File: src/rtl/eth_pkg.sv
// rtl/eth_pkg.sv - shared Ethernet header constants and filter state type
package eth_pkg;

    localparam logic [47:0] ETH_BROADCAST_MAC = 48'hFFFF_FFFF_FFFF;
    localparam logic [15:0] ETHERTYPE_IPV4    = 16'h0800;
    localparam logic [15:0] ETHERTYPE_ARP     = 16'h0806;

    // Byte offsets within the frame; EtherType lives in word 1.
    localparam int DST_MAC_OFS   = 0;
    localparam int ETHERTYPE_OFS = 12;
    localparam int ETHERTYPE_LANE = ETHERTYPE_OFS - 8;
    localparam int RUNT_KEEP_BIT  = ETHERTYPE_LANE + 1;

    typedef enum logic [2:0] {
        HDR0,
        HDR1,
        PASS,
        FLUSH,
        DROP
    } filt_state_e;

endpackage

File: src/rtl/sat_counter.sv
// rtl/sat_counter.sv - increment-only counter that holds at all-ones
module sat_counter #(
    parameter int WIDTH = 32
) (
    input  logic             clk,
    input  logic             rst,
    input  logic             inc_i,
    output logic [WIDTH-1:0] count_o
);

    logic [WIDTH-1:0] count_q;

    always_ff @(posedge clk or posedge rst) begin
        if (rst) begin
            count_q <= '0;
        end else if (inc_i && (count_q != '1)) begin
            count_q <= count_q + 1'b1;
        end
    end

    assign count_o = count_q;

endmodule

File: src/rtl/eth_rx_frame_filter.sv
// rtl/eth_rx_frame_filter.sv - drops whole frames failing MAC/EtherType rules
module eth_rx_frame_filter
    import eth_pkg::*;
#(
    parameter int CNT_WIDTH = 32
) (
    input  logic                 clk,
    input  logic                 rst,
    input  logic                 s_axis_tvalid,
    output logic                 s_axis_tready,
    input  logic [63:0]          s_axis_tdata,
    input  logic                 s_axis_tlast,
    input  logic [7:0]           s_axis_tkeep,
    output logic                 m_axis_tvalid,
    input  logic                 m_axis_tready,
    output logic [63:0]          m_axis_tdata,
    output logic                 m_axis_tlast,
    output logic [7:0]           m_axis_tkeep,
    input  logic [47:0]          cfg_local_mac,
    input  logic                 cfg_accept_broadcast,
    input  logic                 cfg_promiscuous,
    input  logic                 cfg_ethertype_en,
    input  logic [15:0]          cfg_ethertype,
    output logic [CNT_WIDTH-1:0] cnt_accepted,
    output logic [CNT_WIDTH-1:0] cnt_dropped
);

    filt_state_e state_q, state_d;
    logic [63:0] h_data_q, h_data_d;
    logic [7:0]  h_keep_q, h_keep_d;
    logic        o_valid_q, o_valid_d;
    logic [63:0] o_data_q, o_data_d;
    logic [7:0]  o_keep_q, o_keep_d;
    logic        o_last_q, o_last_d;
    logic        inc_acc, inc_drop;
    logic        out_free, s_fire, runt1, match;
    logic [47:0] dst_mac;
    logic [15:0] ethertype;

    assign out_free = !o_valid_q || m_axis_tready;
    assign s_fire   = s_axis_tvalid && s_axis_tready;
    assign runt1    = s_axis_tlast && !s_axis_tkeep[RUNT_KEEP_BIT];
    assign ethertype = {s_axis_tdata[8*ETHERTYPE_LANE +: 8], s_axis_tdata[8*(ETHERTYPE_LANE+1) +: 8]};

    // Word 0 is parked in H while word 1 is on the input, so the MAC comes from H.
    always_comb begin
        dst_mac = '0;
        for (int i = 0; i < 6; i++) begin
            dst_mac[47-8*i -: 8] = h_data_q[8*(DST_MAC_OFS+i) +: 8];
        end
    end

    assign match = (cfg_promiscuous || (dst_mac == cfg_local_mac) ||
                    (cfg_accept_broadcast && (dst_mac == ETH_BROADCAST_MAC))) &&
                   (!cfg_ethertype_en || (ethertype == cfg_ethertype));

    always_comb begin
        state_d       = state_q;
        h_data_d      = h_data_q;
        h_keep_d      = h_keep_q;
        o_valid_d     = out_free ? 1'b0 : o_valid_q;
        o_data_d      = o_data_q;
        o_keep_d      = o_keep_q;
        o_last_d      = o_last_q;
        inc_acc       = 1'b0;
        inc_drop      = 1'b0;
        s_axis_tready = 1'b0;
        case (state_q)
            HDR0: begin
                s_axis_tready = 1'b1;
                if (s_fire) begin
                    h_data_d = s_axis_tdata;
                    h_keep_d = s_axis_tkeep;
                    if (s_axis_tlast) inc_drop = 1'b1;
                    else              state_d  = HDR1;
                end
            end
            HDR1: begin
                s_axis_tready = out_free;
                if (s_fire) begin
                    if (match && !runt1) begin
                        o_valid_d = 1'b1;
                        o_data_d  = h_data_q;
                        o_keep_d  = h_keep_q;
                        o_last_d  = 1'b0;
                        h_data_d  = s_axis_tdata;
                        h_keep_d  = s_axis_tkeep;
                        inc_acc   = 1'b1;
                        state_d   = s_axis_tlast ? FLUSH : PASS;
                    end else begin
                        inc_drop = 1'b1;
                        state_d  = s_axis_tlast ? HDR0 : DROP;
                    end
                end
            end
            PASS: begin
                s_axis_tready = out_free;
                if (s_fire) begin
                    o_valid_d = 1'b1;
                    o_data_d  = h_data_q;
                    o_keep_d  = h_keep_q;
                    o_last_d  = 1'b0;
                    h_data_d  = s_axis_tdata;
                    h_keep_d  = s_axis_tkeep;
                    if (s_axis_tlast) state_d = FLUSH;
                end
            end
            FLUSH: begin
                if (out_free) begin
                    o_valid_d = 1'b1;
                    o_data_d  = h_data_q;
                    o_keep_d  = h_keep_q;
                    o_last_d  = 1'b1;
                    state_d   = HDR0;
                end
            end
            DROP: begin
                s_axis_tready = 1'b1;
                if (s_fire && s_axis_tlast) state_d = HDR0;
            end
            default: state_d = HDR0;
        endcase
    end

    always_ff @(posedge clk or posedge rst) begin
        if (rst) begin
            state_q   <= HDR0;
            h_data_q  <= '0;
            h_keep_q  <= '0;
            o_valid_q <= 1'b0;
            o_data_q  <= '0;
            o_keep_q  <= '0;
            o_last_q  <= 1'b0;
        end else begin
            state_q   <= state_d;
            h_data_q  <= h_data_d;
            h_keep_q  <= h_keep_d;
            o_valid_q <= o_valid_d;
            o_data_q  <= o_data_d;
            o_keep_q  <= o_keep_d;
            o_last_q  <= o_last_d;
        end
    end

    assign m_axis_tvalid = o_valid_q;
    assign m_axis_tdata  = o_data_q;
    assign m_axis_tkeep  = o_keep_q;
    assign m_axis_tlast  = o_last_q;

    sat_counter #(.WIDTH(CNT_WIDTH)) u_cnt_acc (
        .clk     (clk),
        .rst     (rst),
        .inc_i   (inc_acc),
        .count_o (cnt_accepted)
    );

    sat_counter #(.WIDTH(CNT_WIDTH)) u_cnt_drop (
        .clk     (clk),
        .rst     (rst),
        .inc_i   (inc_drop),
        .count_o (cnt_dropped)
    );

endmodule
File: config.mk
export PLATFORM = sky130hd
export DESIGN_NAME = eth_rx_frame_filter
export DESIGN_NICKNAME = d
export VERILOG_FILES = /design/src/rtl/eth_pkg.sv /design/src/rtl/sat_counter.sv /design/src/rtl/eth_rx_frame_filter.sv
export SDC_FILE = /design/constraint.sdc
export NUM_CORES = 1
export LEC_CHECK = 0
export ABC_AREA = 1
export BUFFER_PORTS_ARGS = -buffer_cell sky130_fd_sc_hd__buf_4
export CORE_ASPECT_RATIO = 0.6
export CORE_UTILIZATION = 25
export DETAILED_ROUTE_END_ITERATION = 8
export GPL_TIMING_DRIVEN = 0
export PLACE_DENSITY = 0.5
export SETUP_SLACK_MARGIN = 0.1
export SLEW_MARGIN = 15
export SYNTH_ARGS = -nofsm -noshare
export SYNTH_HDL_FRONTEND = slang
export SYNTH_SLANG_ARGS = --single-unit
File: constraint.sdc
create_clock -name clk -period 11.35 [get_ports clk]
set_clock_uncertainty 0.1 [all_clocks]
set_input_delay 1.135 -clock clk [delete_from_list [all_inputs] [get_ports clk]]
set_output_delay 1.135 -clock clk [all_outputs]
set_load 0.05 [all_outputs]
==> results.py <==
metrics = {
    "outcome": {
        "status": "completed",
    },
    "sta": {
        "fmax_ghz": 0.309,
        "worst_pin_slew_ns": 0.994,
        "whs_ns": 0.369,
        "period_share_pct": 28.5,
        "slew_headroom_pct": 33.1,
        "setup_viol": 0,
        "maxSlewViolCount": 0,
        "rsz0062_at_grt": "no",
        "fin_crit_ns": 3.24,
        "hold_violations": 0,
        "fin_tns_setup_ns": 0,
    },
    "cts": {
        "cts_sinks": 213,
        "clk_pin_slew_worst_paths_ns": 0.06,
        "numCtsBuffers": 24,
        "htree_levels": 1,
        "cts_resized": 0,
        "clock-root-buffer": "clkbuf_16",
        "cts_hold_buf": 0,
        "clk_path_buf_depth": 3,
        "clock_latency_ns": 0.54,
        "post-cts-setup-buffers": 0,
        "cts_tree": "yes",
    },
    "drt": {
        "first_pass_iters": 7,
        "ant_nets": 0,
        "drc": 0,
        "vias": 11277,
        "wire_per_inst_um": 18.5,
        "drt-initial-drc-count": 892,
        "drt-vias-per-instance": 4.54,
        "wl_mm": 46.0,
    },
    "die": {
        "initial_core_util_pct": 25.6,
        "rows": 60,
        "die_h_um": 169,
        "die_w_um": 280,
        "dieArea_sq_mm": 0.0472,
        "design.core.area_sq_mm": 0.0453,
        "pin_count": 283,
    },
    "hold_path": {
        "hp-class": "reg2reg",
    },
    "synth": {
        "ys_types": 37,
        "syn_nets": 1681,
        "synth_top_area_share_pct": 46.0,
        "netlist_area_sq_mm": 0.0116,
        "synth_area_leaders": "dfrtp_1 (46%), nand2_1 (19%), nand3_1 (7.4%)",
        "netlist_instances": 1535,
        "synth_seq_cells": 213,
        "synth_edf_count": 0,
        "yosysWarnings": 0,
        "synth-async-reset-ratio_pct": 100,
        "syn_avg_cell_area_sq_um": 7.54,
        "seq_area_frac_synth_pct": 46.0,
        "netlist.top_cell.by_area": "dfrtp_1",
        "synth_ff_type": "dfrtp_1",
    },
    "power": {
        "switching_share_pct": 46.8,
        "ir_drop_v": 0.000133,
        "finalPower_w": 0.00398,
        "pwr-share-clk_pct": 22.9,
        "combinationalPowerShare_pct": 45.8,
        "switchingPower_w": 0.00186,
        "power_density_mw_per_mm2": 258,
        "leakage_nw": 8.26,
        "p_seq_share_pct": 31.3,
        "internal_power_w": 0.00212,
    },
    "layout": {
        "final_util_pct": 34.1,
        "layout_common_cells": "nand2_1 (587), buf_4 (289), dfrtp_1 (213), nand3_1 (172), inv_1 (123)",
        "areaGrowthSynthToFinish_pct": 33.4,
        "final_common_cell": "nand2_1",
        "fin_area_sq_mm": 0.0154,
        "fin_nets": 1991,
        "layout-drive-gt1-share_pct": 21.6,
    },
    "setup_path": {
        "crit_fanout": 4,
        "endpoint_kind": "primary output",
        "cp.required_ns": 10.12,
        "critPathLaunchType": "input port",
        "critPathKind": "in2out",
        "crit_arrival_ns": 2.00,
    },
    "placed_design": {
        "postPlaceCellArea_sq_mm": 0.0145,
        "detailed_place_hpwl_mm": 36.4,
        "gp_congestion": 0.960,
        "port_buffers": 282,
    },
    "global_route": {
        "grt_pass1_wl_mm": 69.2,
        "grtUsageTotal_pct": 19.4,
        "grt_overflow": 0,
        "grt_pass1_vias": 10855,
        "grt_max_degree": 100,
        "antenna_found_initial": 2,
    },
    "job": {
        "cap_violations": 0,
    },
}
-- per-layer routing --
layer  track usage, %  up-vias  share of wire [%]
met5                0        -                  0
met4             3.90        0                1.8
met3             4.11       49                6.5
met2             26.8      343                 40
met1             30.5     5383                 52
li1                 -     5502                  -
-- power groups by stage --
stage | logic (W) | clock network, W | registers [W]
6_report | 0.00182 | 0.000913 | 0.00124
5_1_grt | 0.00200 | 0.000973 | 0.00127
4_1_cts | 0.00185 | 0.000937 | 0.00124
3_5_place_dp | 0.00184 | 0 | 0.00125
3_3_place_gp | 0.00183 | 0 | 0.00125
2_1_floorplan | 0.000821 | 0 | 0.00157
-- state kept, by name, summed over array words and instances, names as in the netlist --
signal and flops:
u_cnt_acc.count_o 32, h_keep_q 8, m_axis_tlast 1, h_data_q 64
m_axis_tdata 64, u_cnt_drop.count_o 32, state_q 3, m_axis_tkeep 8
m_axis_tvalid 1
-- worst max-delay path, cell delays in order --
cell and delay, ns:
buf_4 0.11, nor2_1 0.27, inv_1 0.10, nand2_1 0.08, nand2_1 0.10, buf_4 0.21
-- cells in the mapped netlist, drive strengths merged (2+ instances only) --
cell type / n
a21oi: 4
xnor2: 40
ha: 2
nand2: 595
buf: 45
dfrtp: 213
nor3: 33
nor2: 83
inv: 141
clkbuf: 22
clkinv: 3
nand3b: 4
o21ai: 33
o21bai: 32
nand3: 173
nand4: 54
nor4: 11
xor2: 44
-- final timing paths --
check	from	end	slack (ns)	cells after the start
max	m_axis_tready	s_axis_tready	8.11	6
min	m_axis_tkeep[0]	m_axis_tkeep[0]	0.37	2
max reg2reg	h_data_q[29]	m_axis_tdata[38]	8.42	14
min reg2reg	m_axis_tkeep[0]	m_axis_tkeep[0]	0.37	2
max in group asynchronous	rst	h_data_q[37]	9.84	3
min in group asynchronous	rst	h_data_q[54]	0.46	2
-- cell families after synthesis --
kind of cell / after synthesis / synth area share [%]
AND/OR/NAND/NOR: 954 / 35.5
flip-flops: 213 / 46.0
buffers and inverters: 211 / 7.91
XOR/XNOR: 84 / 6.36
AO/OA/AOI/OAI: 71 / 3.92
adder cells (fa/ha/maj): 2 / 0.216
-- final cells by class --
class / count / area [sq um]
diodes: 2 / 5.00
plain buffers: 67 / 375
clock buffers: 31 / 688
clock inverters: 12 / 220
fillers: 4866 / 29800
inverters: 144 / 548
multi-input cells: 1111 / 5330
flip-flops and latches: 213 / 5330
well taps: 620 / 776
repair buffers: 284 / 2170
-- per-stage QoR --
step	worst slack [ns]	std cells
global placement	1.06	2437
CTS	8.10	2482
detailed placement	7.59	2439
finish	8.11	2484
global route	7.92	2484
floorplan	4.29	1535
No activity file was read; power rests on OpenSTA's default activity.
